<file path="src/rtl/valid_ready_multichannel_fifo.sv">
// Multichannel valid/ready FIFO: CHANNELS independent queues of DEPTH entries
// each, sharing one clock and one synchronous active-high reset. Each channel
// tracks occupancy with wrap-bit pointers; read data is shown combinationally
// from the head entry, so a written word is visible the cycle after its edge.
module valid_ready_multichannel_fifo #(
    parameter int WIDTH                 = 8,
    parameter int DEPTH                 = 4,
    parameter int CHANNELS              = 2,
    parameter int ALMOST_FULL_THRESHOLD = 3,
    localparam int LEVEL_WIDTH          = $clog2(DEPTH + 1)
) (
    input  logic                            clock,
    input  logic                            reset,
    input  logic [CHANNELS-1:0]             flush,
    input  logic [CHANNELS*WIDTH-1:0]       write_data,
    input  logic [CHANNELS-1:0]             write_valid,
    output logic [CHANNELS-1:0]             write_ready,
    output logic [CHANNELS-1:0]             write_full,
    output logic [CHANNELS-1:0]             write_almost_full,
    output logic [CHANNELS*WIDTH-1:0]       read_data,
    output logic [CHANNELS-1:0]             read_valid,
    input  logic [CHANNELS-1:0]             read_ready,
    output logic [CHANNELS-1:0]             read_empty,
    output logic [CHANNELS*LEVEL_WIDTH-1:0] level
);

    localparam int ADDR_WIDTH = $clog2(DEPTH);
    localparam int PTR_WIDTH  = ADDR_WIDTH + 1;

    localparam logic [PTR_WIDTH-1:0] PTR_ONE  = PTR_WIDTH'(1);
    localparam logic [PTR_WIDTH-1:0] AF_LEVEL = PTR_WIDTH'(ALMOST_FULL_THRESHOLD);

    for (genvar c = 0; c < CHANNELS; c++) begin : g_channel
        logic [PTR_WIDTH-1:0] wr_ptr;
        logic [PTR_WIDTH-1:0] rd_ptr;
        logic [PTR_WIDTH-1:0] count;
        logic [WIDTH-1:0]     mem [DEPTH];
        logic                 is_full;
        logic                 is_empty;
        logic                 do_write;
        logic                 do_read;

        // Equal pointers mean empty; same slot on opposite laps means full.
        assign is_empty = (wr_ptr == rd_ptr);
        assign is_full  = (wr_ptr[ADDR_WIDTH-1:0] == rd_ptr[ADDR_WIDTH-1:0])
                        && (wr_ptr[ADDR_WIDTH] != rd_ptr[ADDR_WIDTH]);
        assign count    = wr_ptr - rd_ptr;

        // Handshakes depend only on registered state, never on the peer's valid/ready.
        assign do_write = write_valid[c] & ~is_full;
        assign do_read  = read_ready[c] & ~is_empty;

        assign write_ready[c]       = ~is_full;
        assign write_full[c]        = is_full;
        assign write_almost_full[c] = (count >= AF_LEVEL);
        assign read_valid[c]        = ~is_empty;
        assign read_empty[c]        = is_empty;

        assign read_data[c*WIDTH +: WIDTH]             = mem[rd_ptr[ADDR_WIDTH-1:0]];
        assign level[c*LEVEL_WIDTH +: LEVEL_WIDTH]     = LEVEL_WIDTH'(count);

        // Pointer update: reset beats flush, flush beats any transfer.
        always_ff @(posedge clock) begin
            if (reset) begin
                wr_ptr <= '0;
                rd_ptr <= '0;
            end else if (flush[c]) begin
                wr_ptr <= '0;
                rd_ptr <= '0;
            end else begin
                if (do_write) begin
                    wr_ptr <= wr_ptr + PTR_ONE;
                end
                if (do_read) begin
                    rd_ptr <= rd_ptr + PTR_ONE;
                end
            end
        end

        // Storage is never cleared; a write lands only when it really transfers.
        always_ff @(posedge clock) begin
            if (do_write && !reset && !flush[c]) begin
                mem[wr_ptr[ADDR_WIDTH-1:0]] <= write_data[c*WIDTH +: WIDTH];
            end
        end
    end

endmodule

</file>
<file path="config.mk">
export PLATFORM = sky130hd
export DESIGN_NAME = valid_ready_multichannel_fifo
export DESIGN_NICKNAME = d
export VERILOG_FILES = /design/src/rtl/valid_ready_multichannel_fifo.sv
export SDC_FILE = /design/constraint.sdc
export NUM_CORES = 1
export LEC_CHECK = 0
export CAP_MARGIN = 20
export CELL_PAD_IN_SITES_DETAIL_PLACEMENT = 0
export CELL_PAD_IN_SITES_GLOBAL_PLACEMENT = 1
export CORE_MARGIN = 2
export CORE_UTILIZATION = 35
export CTS_BUF_LIST = sky130_fd_sc_hd__clkbuf_4 sky130_fd_sc_hd__clkbuf_8
export CTS_CLUSTER_SIZE = 12
export DETAILED_ROUTE_END_ITERATION = 12
export PLACE_DENSITY = 0.73
export SLEW_MARGIN = 15
export SYNTH_ARGS = -nofsm -noshare
export SYNTH_HDL_FRONTEND = slang
export SYNTH_SLANG_ARGS = --single-unit
</file>
<file path="constraint.sdc">
create_clock -name clock -period 4.6 [get_ports clock]
set_input_delay 1.15 -clock clock [delete_from_list [all_inputs] [get_ports clock]]
set_output_delay 1.15 -clock clock [all_outputs]
set_load 0.005 [all_outputs]
</file>
==> metrics.md, run 1 <==
| Metric | Value |
|---|---|
| FMAX | `296 MHz` |
| Crit end category | `output pin` |
| Clock group share of total power | `0.366` |
| Top-area cell type share of the netlist area | `0.557` |
| Synth unique cells | `24` |
| Worst setup SP type | `flop` |
| Int Pwr | `1.11 mW` |
| 1st-pass router iterations | `4` |
| Outcome | `complete, no violations` |
| Critical path origin | `g_channel[0].wr_ptr[0]$_SDFFE_PP0P_` |
| Netlist Area Pre-Place | `3450 µm²` |
| Initial Util | `0.356` |
| Reg2reg start | `g_channel[1].wr_ptr[0]$_SDFFE_PP0P_` |
| Die width | `103 µm` |
| Initial antenna violation count | `0` |
| Vias in the first global route | `1,887` |
| Seq cells post-synth | `80` |
| Worst Max-Slew Pin Slew | `0.976 ns` |
| Clock latency on the worst-skew pair | `0.34 ns` |
| Combinational power share | `0.065` |
| Worst Skew | `0.00487 ns` |
| Die Y-Extent | `103 µm` |
| Fin crit period | `3.38 ns` |
| FF+latch area | `2240 µm²` |
| Yosys Warn Count | `0` |
| GRT Total Usage | `0.122` |
| Iteration-0 DRC Markers | `64` |
| Syn_nets | `256` |
| Post-layout nets | `311` |
| Maxcap violations | `0` |
| Die area | `10,700 µm²` |
| Root Driver | `clkbuf_8` |
| Total grt overflow | `0` |
| Clock Pin Slew Worst Setup and Hold Paths | `0.08 ns` |
| CTS resizes | `0` |
| Area grow syn2layout | `25.0%` |
| Row count | `36` |
| # H-tree levels | `3` |
| Final setup violation count | `0` |
| Vias | `1,852` |
| Static leakage | `1.49 nW` |
| P_sw | `0.283 mW` |
| Vias per inst | `4.53` |
| Final Cycle Share | `0.735` |
| Core Box Area | `9680 µm²` |
| Multi-input logic area | `1060 µm²` |
| Final GP Congestion | `0.738` |
| CTS tree | `yes` |
| WP data arrival | `2.23 ns` |
| Worst Setup Path Type | `reg -> out` |
| Mapped Cells | `216` |
| Hold Crit Start | `g_channel[1].wr_ptr[0]$_SDFFE_PP0P_` |
| Layout cell share with drive strength beyond 1 | `0.134` |
| CTS Hold Bufs | `0` |
| Largest net degree at the start of global routing | `18` |
| Sequential cell area fraction in the yosys report | `0.650` |
| Number of fill cells | `876` |
| Post-CTS Repair Setup Buffers | `0` |
| Hold Path Class | `reg -> reg` |
| Maximum VDD drop | `0.187 mV` |
| Largest area contributor in the netlist | `edfxtp_1` |
| DRC errors left | `0` |
| TritonCTS Buffers | `9` |
| Antenna diodes | `0` |
| R2r setup slk | `2.34 ns` |
| Drt wl/cell | `14.7 µm` |
| DRT antenna net count | `0` |
| Relative slew slack | `0.347` |
| Port buffer count | `55` |
| Core Util, Final | `0.445` |
| Clock tree buffer depth | `2` |
| Worst Path Required | `3.45 ns` |
| Dpl hpwl | `4310 µm` |
| TNS Setup | `0 ns` |
| Sw frac | `0.203` |
| Slew Limit Fails | `0` |
| Ports | `56` |
| CTS Sinks | `80` |
| RSZ-0062 raised after global routing | `false` |
| Reg power frac | `0.569` |
| P per Cell Area | `323 nW/µm²` |
| CP Max Fanout | `4` |
| Final Hold Violating Endpoints | `0` |
| Syn avg cell area | `16.0 µm²` |
| First-pass GRT wire length | `9560 µm` |
| Area contributors post-synth | `edfxtp_1, mux4_2, dfxtp_1` |
| WL final | `6020 µm` |
[stage by stage]
stage	std cells	worst slack (ns)	power (mW)	hold WS [ns]	cell area [µm²]
5_1_grt	409	1.04	1.45	0.521	4310
3_5_place_dp	393	1.29	0.902	0.495	4110
3_3_place_gp	393	1.36	0.901	0.485	4110
4_1_cts	409	1.18	1.41	0.506	4310
6_report	409	1.22	1.39	0.503	4310
2_1_floorplan	216	2.11	0.847	0.467	3450
[routing by layer]
metal  up-vias  track usage  routed length, µm
met3         9       0.0356                333
met2        48        0.173               2640
met1       887        0.173               2920
li1        908            -                  -
met5         -            0                  0
met4         0       0.0577                117
[flip-flops by register name, summed over array words and instances (netlist names), named ones only]
| name | flops |
|---|---|
| g_channel.mem | 64 |
| g_channel.rd_ptr | 6 |
| g_channel.wr_ptr | 6 |
[cell usage in the layout (no fill, tap or decap)]
cell,count
edfxtp_1,64
clkdlybuf4s50_1,55
inv_1,22
nand2_1,18
mux4_2,16
dfxtp_1,16
ha_1,14
mux2i_1,10
clkbuf_8,10
and3_1,8
o211ai_1,8
xnor2_1,4
nand4b_1,4
nand4_1,4
a21oi_2,3
xor2_2,2
and2_0,2
nor2_1,2
a21o_1,2
or3_1,2
fa_1,2
clkinv_4,2
a21oi_1,1
clkinv_2,1
clkinv_1,1
bufinv_16,1
clkbuf_4,1
buf_4,1
[power by group through the flow]
stage               clock network (mW)  registers, mW  logic, mW
global route                     0.554          0.794      0.100
detailed placement                   0          0.810     0.0921
global placement                     0          0.810     0.0916
finish                           0.510          0.793     0.0910
floorplan                            0          0.807     0.0404
CTS                              0.521          0.793     0.0928
[worst paths after layout]
check,cells past startpoint,endpoint
hold reg to reg,2,g_channel[1].wr_ptr[0]$_SDFFE_PP0P_
setup reg to reg,5,g_channel[1].mem[3][2]$_DFFE_PP_
hold / removal,2,g_channel[1].wr_ptr[0]$_SDFFE_PP0P_
setup / recovery,7,write_almost_full[0]
[area by class of cell]
cell class	count	area share
clock inverter	5	0.0131
timing repair buffer	56	0.129
tap	133	0.0386
sequential	80	0.520
clock buffer	11	0.0337
multi-input combinational	102	0.246
inverter	22	0.0192
[worst max-delay path, stage by stage, from the launching register on]
cell	delay [ns]
dfxtp_1	0.34
inv_1	0.14
ha_1	0.16
inv_1	0.04
fa_1	0.37
xnor2_1	0.21
a21o_1	0.13
clkdlybuf4s50_1	0.51
[logic make-up (layout without fill, tap and decap cells)]
kind of cell | after synthesis | after routing | synth area share
xor gates and xnor gates | 6 | 6 | 0.0196
AOI/OAI and AO/OA | 14 | 14 | 0.0308
adders and majority gates | 16 | 16 | 0.0624
and+or+nand+nor | 40 | 40 | 0.0609
buffers and inverters | 34 | 94 | 0.0428
muxes | 26 | 26 | 0.133
DFF | 80 | 80 | 0.650
[cells in the mapped netlist]
cell      number
a21o_1         2
a21oi_1        1
a21oi_2        3
and2_0         2
and3_1         8
buf_1          2
buf_2          4
buf_4          4
clkbuf_1       2
dfxtp_1       16
edfxtp_1      64
fa_1           2
ha_1          14
inv_1         22
mux2i_1       10
mux4_2        16
nand2_1       18
nand4_1        4
nand4b_1       4
nor2_1         2
o211ai_1       8
or3_1          2
xnor2_1        4
xor2_2         2
(Power assumes the default switching activity.)
==> inputs of run 2 (changes only) <==
PLACE_DENSITY = 0.76   (was 0.73)
clock period = 2.8 ns   (was 4.6 ns; I/O delays follow)
==> run 2 against run 1 <==
Net effect:
- critical path depth decreased by 1
- sequential power increased by 64%
- final cell count increased by 0.98%
- core utilization increased by 0.81 points
- sequential share of layout area decreased by 0.82 points
- die area unchanged
- worst setup slack got worse by 1.1 ns
- clock-buffer cell count decreased by 2
- wire length decreased by 4.1%
- clock skew increased by 0.0072 ns
- cell area increased by 1.8%
- clock power increased by 71%
- critical path type unchanged
- highest routed layer unchanged
==> metrics.md, run 2 (synthesized netlist as in run 1, its figures left out) <==
| Metric | Value |
|---|---|
| Area grow syn2layout | `27.2%` |
| Worst Skew | `0.0120 ns (+0.00715 ns)` |
| Die width | `103 µm (unchanged)` |
| Die area | `10,700 µm² (unchanged)` |
| Total grt overflow | `0 (unchanged)` |
| Initial antenna violation count | `0 (unchanged)` |
| Root Driver | `clkbuf_8` |
| Crit path max-delay cell type | `clkdlybuf4s50_1` |
| Worst Setup Path Type | `reg -> out` |
| Antenna diodes | `0 (unchanged)` |
| Layout cell share with drive strength beyond 1 | `0.189 (+0.0552)` |
| Initial Util | `0.356 (unchanged)` |
| FMAX | `376 MHz` |
| DRT antenna net count | `0 (unchanged)` |
| TritonCTS Buffers | `9 (unchanged)` |
| Vias per inst | `4.56 (+0.80%)` |
| Crit end category | `output pin` |
| CP Max Fanout | `4 (unchanged)` |
| Most common cell after layout, fill and taps aside | `edfxtp_1` |
| GRT Total Usage | `0.115 (-0.00658)` |
| Hold Crit Start | `g_channel[1].rd_ptr[1]$_SDFFE_PP0P_` |
| Row count | `36 (unchanged)` |
| Ports | `56 (unchanged)` |
| # H-tree levels | `3 (unchanged)` |
| Final Cycle Share | `0.950` |
| Vias | `1,885 (+1.8%)` |
| Dpl hpwl | `4120 µm (-4.4%)` |
| RSZ-0062 raised after global routing | `false` |
| Worst Max-Slew Pin Slew | `0.531 ns (-0.445 ns)` |
| Reg2reg start | `g_channel[1].wr_ptr[1]$_SDFFE_PP0P_` |
| Final GP Congestion | `0.729 (-1.2%)` |
| Post-layout nets | `316 (+1.6%)` |
| Critical path origin | `g_channel[0].wr_ptr[0]$_SDFFE_PP0P_` |
| Clock Pin Slew Worst Setup and Hold Paths | `0.08 ns (about the same)` |
| Maximum VDD drop | `0.270 mV (+44%)` |
| 1st-pass router iterations | `4 (unchanged)` |
| Outcome | `complete, no violations` |
| Die Y-Extent | `103 µm (unchanged)` |
| Slew Limit Fails | `0 (unchanged)` |
| Drt wl/cell | `14.0 µm (-5.1%)` |
| WP data arrival | `1.96 ns (-0.27 ns)` |
| Maxcap violations | `0 (unchanged)` |
| Relative slew slack | `0.645 (+0.298)` |
| WL final | `5770 µm (-4.1%)` |
| Vias in the first global route | `1,846 (-2.2%)` |
| Hold Path Class | `reg -> reg` |
| TNS Setup | `0 ns (unchanged)` |
| Core Box Area | `9680 µm² (unchanged)` |
| CTS tree | `yes` |
| Commonest cells after routing, fill and taps aside | `edfxtp_1, clkdlybuf4s50_1, inv_1, nand2_1, mux4_2` |
| Number of fill cells | `873 (-0.34%)` |
| Placed Cells | `396 (+0.76%)` |
| FF+latch area | `2250 µm² (+0.22%)` |
| Fin crit period | `2.66 ns` |
| Multi-input logic area | `1080 µm² (+2.2%)` |
| Hold depth | `2 (unchanged)` |
| R2r setup slk | `0.70 ns (-1.64 ns)` |
| Worst setup SP type | `flop` |
| Max FFs per register | `64 (unchanged)` |
| CTS Sinks | `80 (unchanged)` |
| Static leakage | `1.57 nW (+5.5%)` |
| Worst Path Required | `2.10 ns (-1.35 ns)` |
| Hold WS | `0.511 ns (+0.00792 ns)` |
| Largest net degree at the start of global routing | `14 (-4)` |
| Final setup violation count | `0 (unchanged)` |
| Clock tree buffer depth | `2 (unchanged)` |
| Crit-path cells | `inv_2 > ha_1 > inv_1 > fa_2 > xnor2_2 > clkdlybuf4s50_1` |
| Final Hold Violating Endpoints | `0 (unchanged)` |
| DRC errors left | `0 (unchanged)` |
| R2R cell count | `4 (-1)` |
| Port buffer count | `55 (unchanged)` |
| P per Cell Area | `531 nW/µm² (+64%)` |
| Critical path's largest stage delay | `0.52 ns (about the same)` |
| Non-filler cells, final | `413 (+0.98%)` |
| First-pass GRT wire length | `9050 µm (-5.4%)` |
| Iteration-0 DRC Markers | `45 (-30%)` |
| Clock latency on the worst-skew pair | `0.33 ns (about the same)` |
## run 2: cell types whose count changed in the layout (fill, tap and decap cells not counted), sizes merged
cell and delta:
clkinvlp +1, clkdlybuf4s50 -2, bufinv +1, dlymetal6s2s +2
buf +5, clkbuf -2, clkinv -1
## run 2: power by group
part	switching, mW	internal [mW]	leakage, nW	total (mW)
Sequential	0.00507	1.29	0.709	1.30
Clock	0.380	0.494	0.103	0.874
Combinational	0.0665	0.0918	0.763	0.158
Total	0.451	1.88	1.57	2.33
## run 2: stage by stage
stage	total power, mW	worst slack [ns]	util	instance area, µm²
detailed placement	1.48	0.276	0.427	4130
global placement	1.48	0.294	0.427	4130
global route	2.43	0.0158	0.453	4390
finish	2.33	0.140	0.453	4390
CTS	2.36	0.000677	0.451	4360
floorplan	1.39	0.761	-	3450
## run 2: timing repair
action / 4_1_cts / 5_1_grt
cloned: 0 / 0
buffers inserted: 2 / 0
hold buffers: 0 / 0
resized for setup: 8 / 9
endpoints found under the setup margin: 8 / 10
pin swaps: 2 / 1
## run 2: metal layers
metal / vias to the layer above / global-route usage / wire (µm)
met1: 930 / 0.142 / 2620
met5: - / 0 / 0
met3: 5 / 0.0316 / 209
met4: 0 / 0.0486 / 72
li1: 913 / - / -
met2: 37 / 0.193 / 2870
## run 2: path summary, 6_finish.rpt
path / to
setup / recovery: level[2]
hold / removal: g_channel[1].rd_ptr[1]$_SDFFE_PP0P_
hold reg to reg: g_channel[1].rd_ptr[1]$_SDFFE_PP0P_
setup reg to reg: g_channel[1].mem[3][2]$_DFFE_PP_
## run 2: worst max-delay path: cells and delay by family, from the launching register on
family                     cells  cell delay, ns
xor gates and xnor gates       1            0.17
adders and majority gates      2            0.48
buffers and inverters          3            0.65
DFF                            1            0.33
## run 2: area by class of cell
| type | instances | share of cell area |
|---|---|---|
| tap | 133 | 0.0379 |
| inverter | 22 | 0.0188 |
| clock buffer | 9 | 0.0282 |
| clock inverter | 6 | 0.0194 |
| timing repair buffer | 61 | 0.137 |
| sequential | 80 | 0.512 |
| multi-input combinational | 102 | 0.247 |
==> inputs of run 3 (changes only) <==
SKIP_CTS_REPAIR_TIMING = 1   (was default)
==> run 3 against run 2 <==
Net effect:
- sequential share of layout area barely moved
- clock skew is 0.0026 ns lower
- clock-buffer cell count did not move
- critical path type unchanged
- largest power group unchanged
==> metrics.md, run 3 (synthesized netlist as in run 1, its figures left out) <==
| Metric | Value |
|---|---|
| Outcome | `complete, no violations` |
| Most common cell after layout, fill and taps aside | `edfxtp_1` |
| PnR Total Power | `2.33 mW (-0.24%)` |
| Layout cell share with drive strength beyond 1 | `0.183 (-0.00649)` |
| Worst Skew | `0.00939 ns (-0.00263 ns)` |
| Hold Crit Start | `g_channel[1].wr_ptr[0]$_SDFFE_PP0P_` |
| Setup Slack @ Placement | `0.276 ns (unchanged)` |
| Post-layout nets | `315 (-0.32%)` |
| R2R cell count | `4 (unchanged)` |
| Routed met3 length | `249 µm (+19%)` |
| Relative slew slack | `0.646 (+0.00121)` |
| TritonCTS Buffers | `9 (unchanged)` |
| TNS Setup | `0 ns (unchanged)` |
| Final WS setup | `0.118 ns (-0.0225 ns)` |
| Maximum VDD drop | `0.269 mV (-0.31%)` |
| Uppermost layer routed | `met4` |
| Worst Max-Slew Pin Slew | `0.529 ns (-0.00180 ns)` |
| Initial Util | `0.356 (unchanged)` |
| Row count | `36 (unchanged)` |
| Ports | `56 (unchanged)` |
| Core Util, Final | `0.453 (about the same)` |
| Fin crit period | `2.68 ns (+0.0225 ns)` |
| WL final | `5780 µm (+0.24%)` |
| CTS Sinks | `80 (unchanged)` |
| Placed Cells | `396 (unchanged)` |
| Vias per inst | `4.54 (-0.45%)` |
| Final GP Congestion | `0.729 (unchanged)` |
| Non-filler cells, final | `412 (-0.24%)` |
| GRT Total Usage | `0.114 (-0.00101)` |
| Die width | `103 µm (unchanged)` |
| Clock Pin Slew Worst Setup and Hold Paths | `0.08 ns (about the same)` |
| Initial antenna violation count | `0 (unchanged)` |
| Drt wl/cell | `14.0 µm (+0.49%)` |
| Dpl hpwl | `4120 µm (unchanged)` |
| Port buffer count | `55 (unchanged)` |
| Hold depth | `2 (unchanged)` |
| Maxcap violations | `0 (unchanged)` |
| Area grow syn2layout | `27.2% (about the same)` |
| First-pass GRT wire length | `8960 µm (-0.98%)` |
| Total grt overflow | `0 (unchanged)` |
| RSZ-0062 raised after global routing | `false` |
| # H-tree levels | `3 (unchanged)` |
| Static leakage | `1.59 nW (+0.94%)` |
| CP Max Fanout | `4 (unchanged)` |
| Post-DP Area | `4130 µm² (unchanged)` |
| Final instance area | `4390 µm² (about the same)` |
| Antenna diodes | `0 (unchanged)` |
| Vias in the first global route | `1,826 (-1.1%)` |
| Die area | `10,700 µm² (unchanged)` |
| CTS tree | `yes` |
| Iteration-0 DRC Markers | `55 (+22%)` |
| Slew Limit Fails | `0 (unchanged)` |
| Die Y-Extent | `103 µm (unchanged)` |
| Worst r2r dst | `g_channel[1].mem[0][5]$_DFFE_PP_` |
| Final Cycle Share | `0.958 (+0.00803)` |
| Reg2reg start | `g_channel[1].wr_ptr[1]$_SDFFE_PP0P_` |
| Vias | `1,872 (-0.69%)` |
| Hold Path Class | `reg -> reg` |
| Clock latency on the worst-skew pair | `0.33 ns (about the same)` |
| Routed wl met2 | `2870 µm (+0.17%)` |
| Worst setup SP type | `flop` |
| Core Box Area | `9680 µm² (unchanged)` |
| DRC errors left | `0 (unchanged)` |
| Max FFs per register | `64 (unchanged)` |
| WP data arrival | `1.98 ns (+0.02 ns)` |
| Largest net degree at the start of global routing | `14 (unchanged)` |
| Commonest cells after routing, fill and taps aside | `edfxtp_1, clkdlybuf4s50_1, inv_1, nand2_1, mux4_2` |
| P per Cell Area | `530 nW/µm² (-0.21%)` |
| Clock tree buffer depth | `2 (unchanged)` |
| Worst Setup Path Type | `reg -> out` |
| Final setup violation count | `0 (unchanged)` |
| Root Driver | `clkbuf_8` |
| FMAX | `373 MHz (-0.84%)` |
| Worst Hold End | `g_channel[1].wr_ptr[0]$_SDFFE_PP0P_` |
| Wl on met1 | `2590 µm (-1.1%)` |
| Final Hold Violating Endpoints | `0 (unchanged)` |
| R2r setup slk | `0.71 ns (about the same)` |
| Crit end category | `output pin` |
| Hold WS | `0.491 ns (-0.0195 ns)` |
| Worst Path Required | `2.10 ns (about the same)` |
| DRT antenna net count | `0 (unchanged)` |
| 1st-pass router iterations | `4 (unchanged)` |
[run 3: layout make-up]
class                           instances  area, µm²
Sequential cell                        80       2250
Multi-Input combinational cell        102       1080
Tap cell                              133        166
Clock buffer                            9        124
Timing Repair Buffer                   60        596
Inverter                               22       85.1
Fill cell                             878       5300
Clock inverter                          6       85.1
[run 3: how the worst max path moves through the flow]
stage / from / end / cells after the start
after floorplan: g_channel[0].wr_ptr[0]$_SDFFE_PP0P_ / write_full[0] / 7
after global placement: reset / g_channel[0].mem[0][1]$_DFFE_PP_ / 3
after detailed placement: g_channel[0].wr_ptr[0]$_SDFFE_PP0P_ / write_almost_full[0] / 7
after CTS: g_channel[0].wr_ptr[0]$_SDFFE_PP0P_ / read_empty[0] / 6
after global routing: g_channel[1].rd_ptr[1]$_SDFFE_PP0P_ / write_full[1] / 6
final: g_channel[1].wr_ptr[0]$_SDFFE_PP0P_ / level[4] / 5
[run 3: critical path, cell delays in order (launching register included)]
cell and delay (ns):
dfxtp_2 0.34, inv_2 0.08, ha_1 0.14, inv_1 0.05
fa_2 0.54, clkdlybuf4s50_1 0.50
[run 3: power by group]
| group | internal (mW) | switching (mW) | total (mW) |
|---|---|---|---|
| combinational | 0.0910 | 0.0660 | 0.157 |
| clock | 0.494 | 0.375 | 0.869 |
| sequential | 1.29 | 0.00573 | 1.30 |
| total | 1.88 | 0.447 | 2.33 |
[run 3: metal layers]
metal | track usage | vias up
met5 | 0 | -
met3 | 0.0316 | 5
met4 | 0.0486 | 0
met2 | 0.190 | 42
met1 | 0.141 | 913
li1 | - | 912
